### config.mk
export PLATFORM = sky130hd
export DESIGN_NAME = dmem_arbiter
export DESIGN_NICKNAME = d
export VERILOG_FILES = /design/src/rtl/dmem_arbiter.sv
export SDC_FILE = /design/constraint.sdc
export NUM_CORES = 1
export LEC_CHECK = 0
export CORE_AREA = 5 5 140 142
export DETAILED_ROUTE_END_ITERATION = 7
export DIE_AREA = 0 0 145 147
export HOLD_SLACK_MARGIN = 0.05
export PLACE_DENSITY = 0.63
export SYNTH_ARGS = -nofsm -noshare
export SYNTH_HDL_FRONTEND = slang
export SYNTH_SLANG_ARGS = --single-unit
### constraint.sdc
create_clock -name clk -period 2.6 [get_ports clk]
set_input_delay 0.39 -clock clk [delete_from_list [all_inputs] [get_ports clk]]
set_output_delay 0.39 -clock clk [all_outputs]
set_load 0.02 [all_outputs]
### src/rtl/dmem_arbiter.sv
// Arbitrates the single data-memory port between the CPU and the host.
// Also holds frame-stable shadow copies of the pan words for the fractal core.
module dmem_arbiter #(
   parameter int         HOST_BURST_MAX = 4,
   parameter logic [4:0] PANX_WORD      = 5'd31,
   parameter logic [4:0] PANY_WORD      = 5'd30
) (
   input  logic        clk,
   input  logic        rst_n,
   input  logic        cpu_req,
   input  logic        cpu_we,
   input  logic [12:0] cpu_addr,
   input  logic [31:0] cpu_wdata,
   output logic [31:0] cpu_rdata,
   output logic        cpu_stall,
   input  logic        host_req,
   input  logic        host_we,
   input  logic [12:0] host_addr,
   input  logic [31:0] host_wdata,
   output logic        host_ack,
   output logic [31:0] host_rdata,
   output logic [12:0] mem_addr,
   output logic [31:0] mem_writedata,
   output logic        mem_memwrite,
   input  logic [31:0] mem_readdata,
   input  logic [31:0] mem_panx,
   input  logic [31:0] mem_pany,
   input  logic        frame_start,
   output logic [31:0] fc_panx,
   output logic [31:0] fc_pany,
   output logic        fc_params_valid
);

   typedef enum logic {P_IDLE, P_PEND} pload_t;

   localparam logic [3:0] BURST_MAX = 4'(HOST_BURST_MAX);

   logic        host_ack_reg;
   logic [31:0] host_rdata_reg;
   logic [3:0]  burst_reg, burst_next;
   pload_t      pstate_reg, pstate_next;
   logic [31:0] fc_panx_reg, fc_pany_reg;
   logic        fc_valid_reg;

   logic cpu_act, host_elig, cpu_gnt, host_gnt;
   logic pan_write, shadow_load;

   // Requests are ignored while reset is held so no write reaches memory.
   assign cpu_act   = rst_n & cpu_req;
   assign host_elig = rst_n & host_req & ~host_ack;
   assign cpu_gnt   = cpu_act & (~host_elig | (burst_reg == BURST_MAX));
   assign host_gnt  = host_elig & ~cpu_gnt;

   always_comb begin
      mem_addr      = 13'd0;
      mem_writedata = 32'd0;
      mem_memwrite  = 1'b0;
      cpu_rdata     = 32'd0;
      if (cpu_gnt) begin
         mem_addr      = cpu_addr;
         mem_writedata = cpu_wdata;
         mem_memwrite  = cpu_we;
         cpu_rdata     = mem_readdata;
      end else if (host_gnt) begin
         mem_addr      = host_addr;
         mem_writedata = host_wdata;
         mem_memwrite  = host_we;
      end
   end

   assign cpu_stall = cpu_req & ~cpu_gnt;

   always_comb begin
      burst_next = burst_reg;
      if (!cpu_req || cpu_gnt)
         burst_next = 4'd0;
      else if (host_gnt && (burst_reg != BURST_MAX))
         burst_next = burst_reg + 4'd1;
   end

   // Only the low five address bits select a memory word.
   assign pan_write = mem_memwrite &
                      ((mem_addr[4:0] == PANX_WORD) || (mem_addr[4:0] == PANY_WORD));

   always_comb begin
      pstate_next = pstate_reg;
      shadow_load = 1'b0;
      case (pstate_reg)
         P_IDLE: begin
            if (frame_start) begin
               if (pan_write)
                  pstate_next = P_PEND;
               else
                  shadow_load = 1'b1;
            end
         end
         P_PEND: begin
            if (!pan_write) begin
               shadow_load = 1'b1;
               pstate_next = P_IDLE;
            end
         end
         default: pstate_next = P_IDLE;
      endcase
   end

   always_ff @(posedge clk or negedge rst_n) begin
      if (!rst_n) begin
         host_ack_reg   <= 1'b0;
         host_rdata_reg <= 32'd0;
         burst_reg      <= 4'd0;
         pstate_reg     <= P_IDLE;
         fc_panx_reg    <= 32'd0;
         fc_pany_reg    <= 32'd0;
         fc_valid_reg   <= 1'b0;
      end else begin
         host_ack_reg <= host_gnt;
         if (host_gnt && !host_we)
            host_rdata_reg <= mem_readdata;
         burst_reg  <= burst_next;
         pstate_reg <= pstate_next;
         if (shadow_load) begin
            fc_panx_reg  <= mem_panx;
            fc_pany_reg  <= mem_pany;
            fc_valid_reg <= 1'b1;
         end
      end
   end

   assign host_ack        = host_ack_reg;
   assign host_rdata      = host_rdata_reg;
   assign fc_panx         = fc_panx_reg;
   assign fc_pany         = fc_pany_reg;
   assign fc_params_valid = fc_valid_reg;

endmodule

# Word level (Yosys, flattened, before mapping)
# Cells that the tools add are included.
# W data, S select, Z words.
[totals]
reg_bits = 103
elab_cells = 46
[op_classes]
add_sub_neg = 1
n_eq_ne = 4
mux = 15
bitwise_logic = 12
n_reduce_logical = 7
[ops]
columns = ["op", "count"]
rows = [
  ["$mux W32", 3],
  ["$mux W13", 2],
  ["$eq A5 B5 Y1 const B", 2],
  ["$mux W4", 2],
  ["$and A1 B1 Y1", 7],
  ["$mux W1", 6],
  ["$add A4 B1 Y4 const B", 1],
  ["$eq A4 B3 Y1 const B", 1],
  ["$ne A4 B3 Y1 const B", 1],
  ["$not A1 Y1", 4],
  ["$pmux W1 S2", 2],
  ["$logic_and A1 B1 Y1", 2],
  ["$logic_not A1 Y1", 2],
  ["$logic_or A1 B1 Y1", 2],
  ["$reduce_bool A2 Y1", 1],
  ["$or A1 B1 Y1", 1],
]

# Depth between registers and ports, before layout
[depth]
depth_word = 15
ltp_mapped = 8
depth_no_buf = 6

# Worst setup path before layout
# Ideal clock, no wire load.
[synth_timing]
path_type = "register to output"
start = "register host_ack_reg (netlist: host_ack)"
end = "output mem_addr[0]"
arrival_time_ns = 1.761
required_ns = 2.210
slack_ns = 0.449
path_stages_with_launch = 7
n_path_buf = 2
path_cell_list = "dfrtp_1 > and3b_1 > buf_2 > a21oi_1 > nor2_1 > clkbuf_1 > a22o_1"
[synth_via]
elab_chain_len = 9
[synth_rtl]
columns = ["element", "line_no", "text"]
rows = [
  ["from (decl)", "38", "logic host_ack_reg;"],
  ["from (signal assigned)", "117", "host_ack_reg <= host_gnt;"],
  ["$not A1 Y1 (*)", "50", "assign host_elig = rst_n & host_req & ~host_ack;"],
  ["$and A1 B1 Y1 (*)", "50", ""],
  ["$not A1 Y1", "51", "assign cpu_gnt = cpu_act & (~host_elig | (burst_reg == BURST_MAX));"],
  ["$or A1 B1 Y1", "51", ""],
  ["$and A1 B1 Y1", "51", ""],
  ["$not A1 Y1", "52", "assign host_gnt = host_elig & ~cpu_gnt;"],
  ["$and A1 B1 Y1", "52", ""],
  ["$mux W13", "64", "end else if (host_gnt) begin"],
  ["$mux W13 (*)", "59", "if (cpu_gnt) begin"],
  ["to (decl)", "22", "output logic [12:0] mem_addr,"],
]
# Mark *: on every way between the ends. The rest lies on a longest branch, timed or not.

# Final worst setup path
[layout_timing]
start = "input host_req"
end = "output mem_writedata[18]"
[layout_via]
elab_chain_len = 9
[layout_rtl]
columns = ["element", "line_no", "text"]
rows = [
  ["from (decl)", "16", "input logic host_req,"],
  ["$and A1 B1 Y1 (*) (2 in a row)", "50", ""],
  ["$not A1 Y1", "51", ""],
  ["$or A1 B1 Y1", "51", ""],
  ["$and A1 B1 Y1", "51", ""],
  ["$not A1 Y1", "52", ""],
  ["$and A1 B1 Y1", "52", ""],
  ["$mux W32", "64", ""],
  ["$mux W32 (*)", "59", ""],
  ["to (decl)", "23", "output logic [31:0] mem_writedata,"],
]
# Marked as above.

==> run metrics <==
vias in the first global route=5,038; initial antenna violation count=0; Mapped Nets=542; M2 GR Usage=36.5%; gr usage total=19.2%; ys flop type=dfrtp_1; Final Worst Setup Slack=-22.3 ps; combinational share of power=35.9%; FMAX=0.381 GHz; # IOs=370; Mapped Area=4670 um2; effective utilization at floorplan=25.5%; Vias=4,518; critical path capture point type=primary output; Hold WC Path Type=primary input to async pin; mux contribution to synthesized area=23.4%; violated checks=negative setup slack; final setup vio count=1; switch share=29.4%; maxcap violations=0; Yosys reg bits=103; num rows=50; post-DP HPWL=17,100 um; synthesized area per cell=13.5 um2; Synth Area in Adders=0.535%; clock root cell=clkbuf_16; die area=21,300 um2; area grow syn2layout=101%; met3 Use GR=6.32%; Required @ worst endpoint=2210 ps; Int Power=3.71 mW; reg2reg end=fc_pany[18]; sequential share of power=36.9%; fin. max-slew vios=0; vias per std cell=4.57; GR peak layer=met2; WP data arrival=2230 ps; Startpoint Class=primary input; Worst-Margin Slew=765 ps; R2R Path Start=burst_reg[0]; n_diodes=0; TritonRoute pass-1 iters=4; layout cells sized above 1=24.0%; clock skew=8.15 ps; FF-to-FF setup slack=300 ps; Final Hold Viols=0; Leak=4.05 nW; Psw=1.55 mW; H-tree depth=3; relative slew slack=49.0%; PwrDens=559 nW/um2; Area after DPL=8840 um2; clock sink count=103; Routed WL=21,700 um; Clk Latency, worst-skew pair=340 ps; CTS buffer count=9; post-synth cell types=31; fin crit share=101%; clock share of power=27.2%; outcome=finished with violations; Crit Path Max Fanout=9; hold slack=219 ps; EDFF count, synth=0; main combinational cell family by area after synthesis=multiplexers; r2r worst-path depth=9; DR iter-0 viols=131; final net count=944; antenna-violating nets left=0; global route total overflow=0; Core Area=18,300 um2; # DRC=0; Clock transition at path regs=70 ps; RePlAce Congestion=0.948; Tot Pwr=5.26 mW; Die W=145 um; Global Route met1 Usage=19.1%; xor/xnor cell area share of the yosys netlist=0.187%; worst vdd ir=333 uV; Crit Path Class=primary input to primary output; Synthesis Warnings=0; final instance area=9410 um2; Synth Instances=347; largest net degree at the start of global routing=60; CTS Buffer Depth=2; DR WL/cell=21.9 um; port bufs=369; simple-gate share of the synthesized area=7.84%; register area share after synthesis=55.1%; RSZ-0062 raised after global routing=yes; compound-cell area share of the yosys netlist=9.61%; CTS tree=yes; wire length of the first global-routing pass=31,500 um; die extent in y=147 um; ys async rst share=100%; worst slack, placed=-186 ps; final critical-path required period=2620 ps
-- Yosys cell counts (2+ instances only) --
master | number | area (um2)
a22o_1 | 41 | 359
nor2_1 | 3 | 11.3
nor2b_1 | 2 | 12.5
ha_1 | 2 | 25.0
nand3_1 | 4 | 20.0
clkbuf_1 | 8 | 30.0
and2_1 | 34 | 213
mux2_1 | 50 | 563
dfrtp_1 | 103 | 2580
nor3_1 | 2 | 10.0
inv_1 | 3 | 11.3
mux2_2 | 47 | 529
nand3b_1 | 2 | 15.0
o21ai_0 | 5 | 25.0
a21oi_1 | 2 | 10.0
buf_2 | 10 | 50.1
nand2_1 | 11 | 41.3
buf_6 | 5 | 56.3
-- stage by stage --
| stage | std cells | utilization, % | setup TNS, ps |
|---|---|---|---|
| 2_1_floorplan | 347 | - | 0 |
| 5_1_grt | 988 | 51.3 | -1320 |
| 6_report | 988 | 51.3 | -22.3 |
| 3_5_place_dp | 953 | 48.2 | -8080 |
| 3_3_place_gp | 953 | 48.2 | -3900 |
| 4_1_cts | 978 | 51.0 | -56.5 |
-- power by group through the flow --
stage	Sequential [mW]	Clock, mW	Combinational [mW]
2_1_floorplan	2.26	0	0.425
3_3_place_gp	1.96	0	1.84
3_5_place_dp	1.98	0	1.85
4_1_cts	1.95	1.49	1.89
5_1_grt	1.97	1.56	1.98
6_report	1.94	1.43	1.89
-- how the worst max path moves through the flow --
stage | start | end | slack [ps]
global route | burst_reg[0] | mem_writedata[18] | -100
detailed placement | host_req | mem_writedata[8] | -190
global placement | host_req | mem_writedata[10] | -130
finish | host_req | mem_writedata[18] | -20
CTS | burst_reg[0] | mem_addr[9] | -30
floorplan | host_ack | mem_addr[0] | 450
-- layout make-up --
cell class                 count  area [um2]
clock buffer                  12         236
sequential                   103        2580
timing repair buffer         415        4170
clock inverter                 4        78.8
inverter                       3        11.3
tap                          234         293
fill                        1616        8920
multi-input combinational    217        2040
-- cell families (layout without fill, tap and decap cells) --
logic type,Yosys count,count (layout)
DFF,103,103
muxes,97,97
and+or+nand+nor,63,63
AOI/OAI and AO/OA,54,54
buffers and inverters,27,434
adders and majority gates,2,2
xor gates and xnor gates,1,1
-- cells in the final DEF, fill, tap and decap left out, types with 9 or more instances in the layout --
cell and count:
clkdlybuf4s50_1 289, dfrtp_1 103, mux2_1 50, mux2_2 47, and2_1 34, a22o_1 34
buf_4 33, clkbuf_2 25, buf_6 19, buf_12 14, clkbuf_16 13, dlygate4sd2_1 12
nand2_1 11, buf_2 9
-- per-layer routing --
layer | up-vias | routed length (um)
met5 | - | 0
met4 | 0 | 949
met3 | 27 | 1580
met2 | 217 | 11800
met1 | 2220 | 7320
li1 | 2054 | -
-- what timing repair did --
item,4_1_cts,5_1_grt
pin swaps,2,5
buffers inserted,6,6
hold buffers,0,0
endpoints found under the hold margin,0,0
endpoints found under the setup margin,75,61
gates cloned,3,4
resized for setup,122,75
-- critical path: stages --
cell and delay [ps]:
clkdlybuf4s50_1 490, and3b_1 240, a21oi_4 80, buf_6 130
nor2_4 230, buf_12 180, clkbuf_16 150, a22o_1 170
buf_6 150
Power figures use the tool's default switching activity.
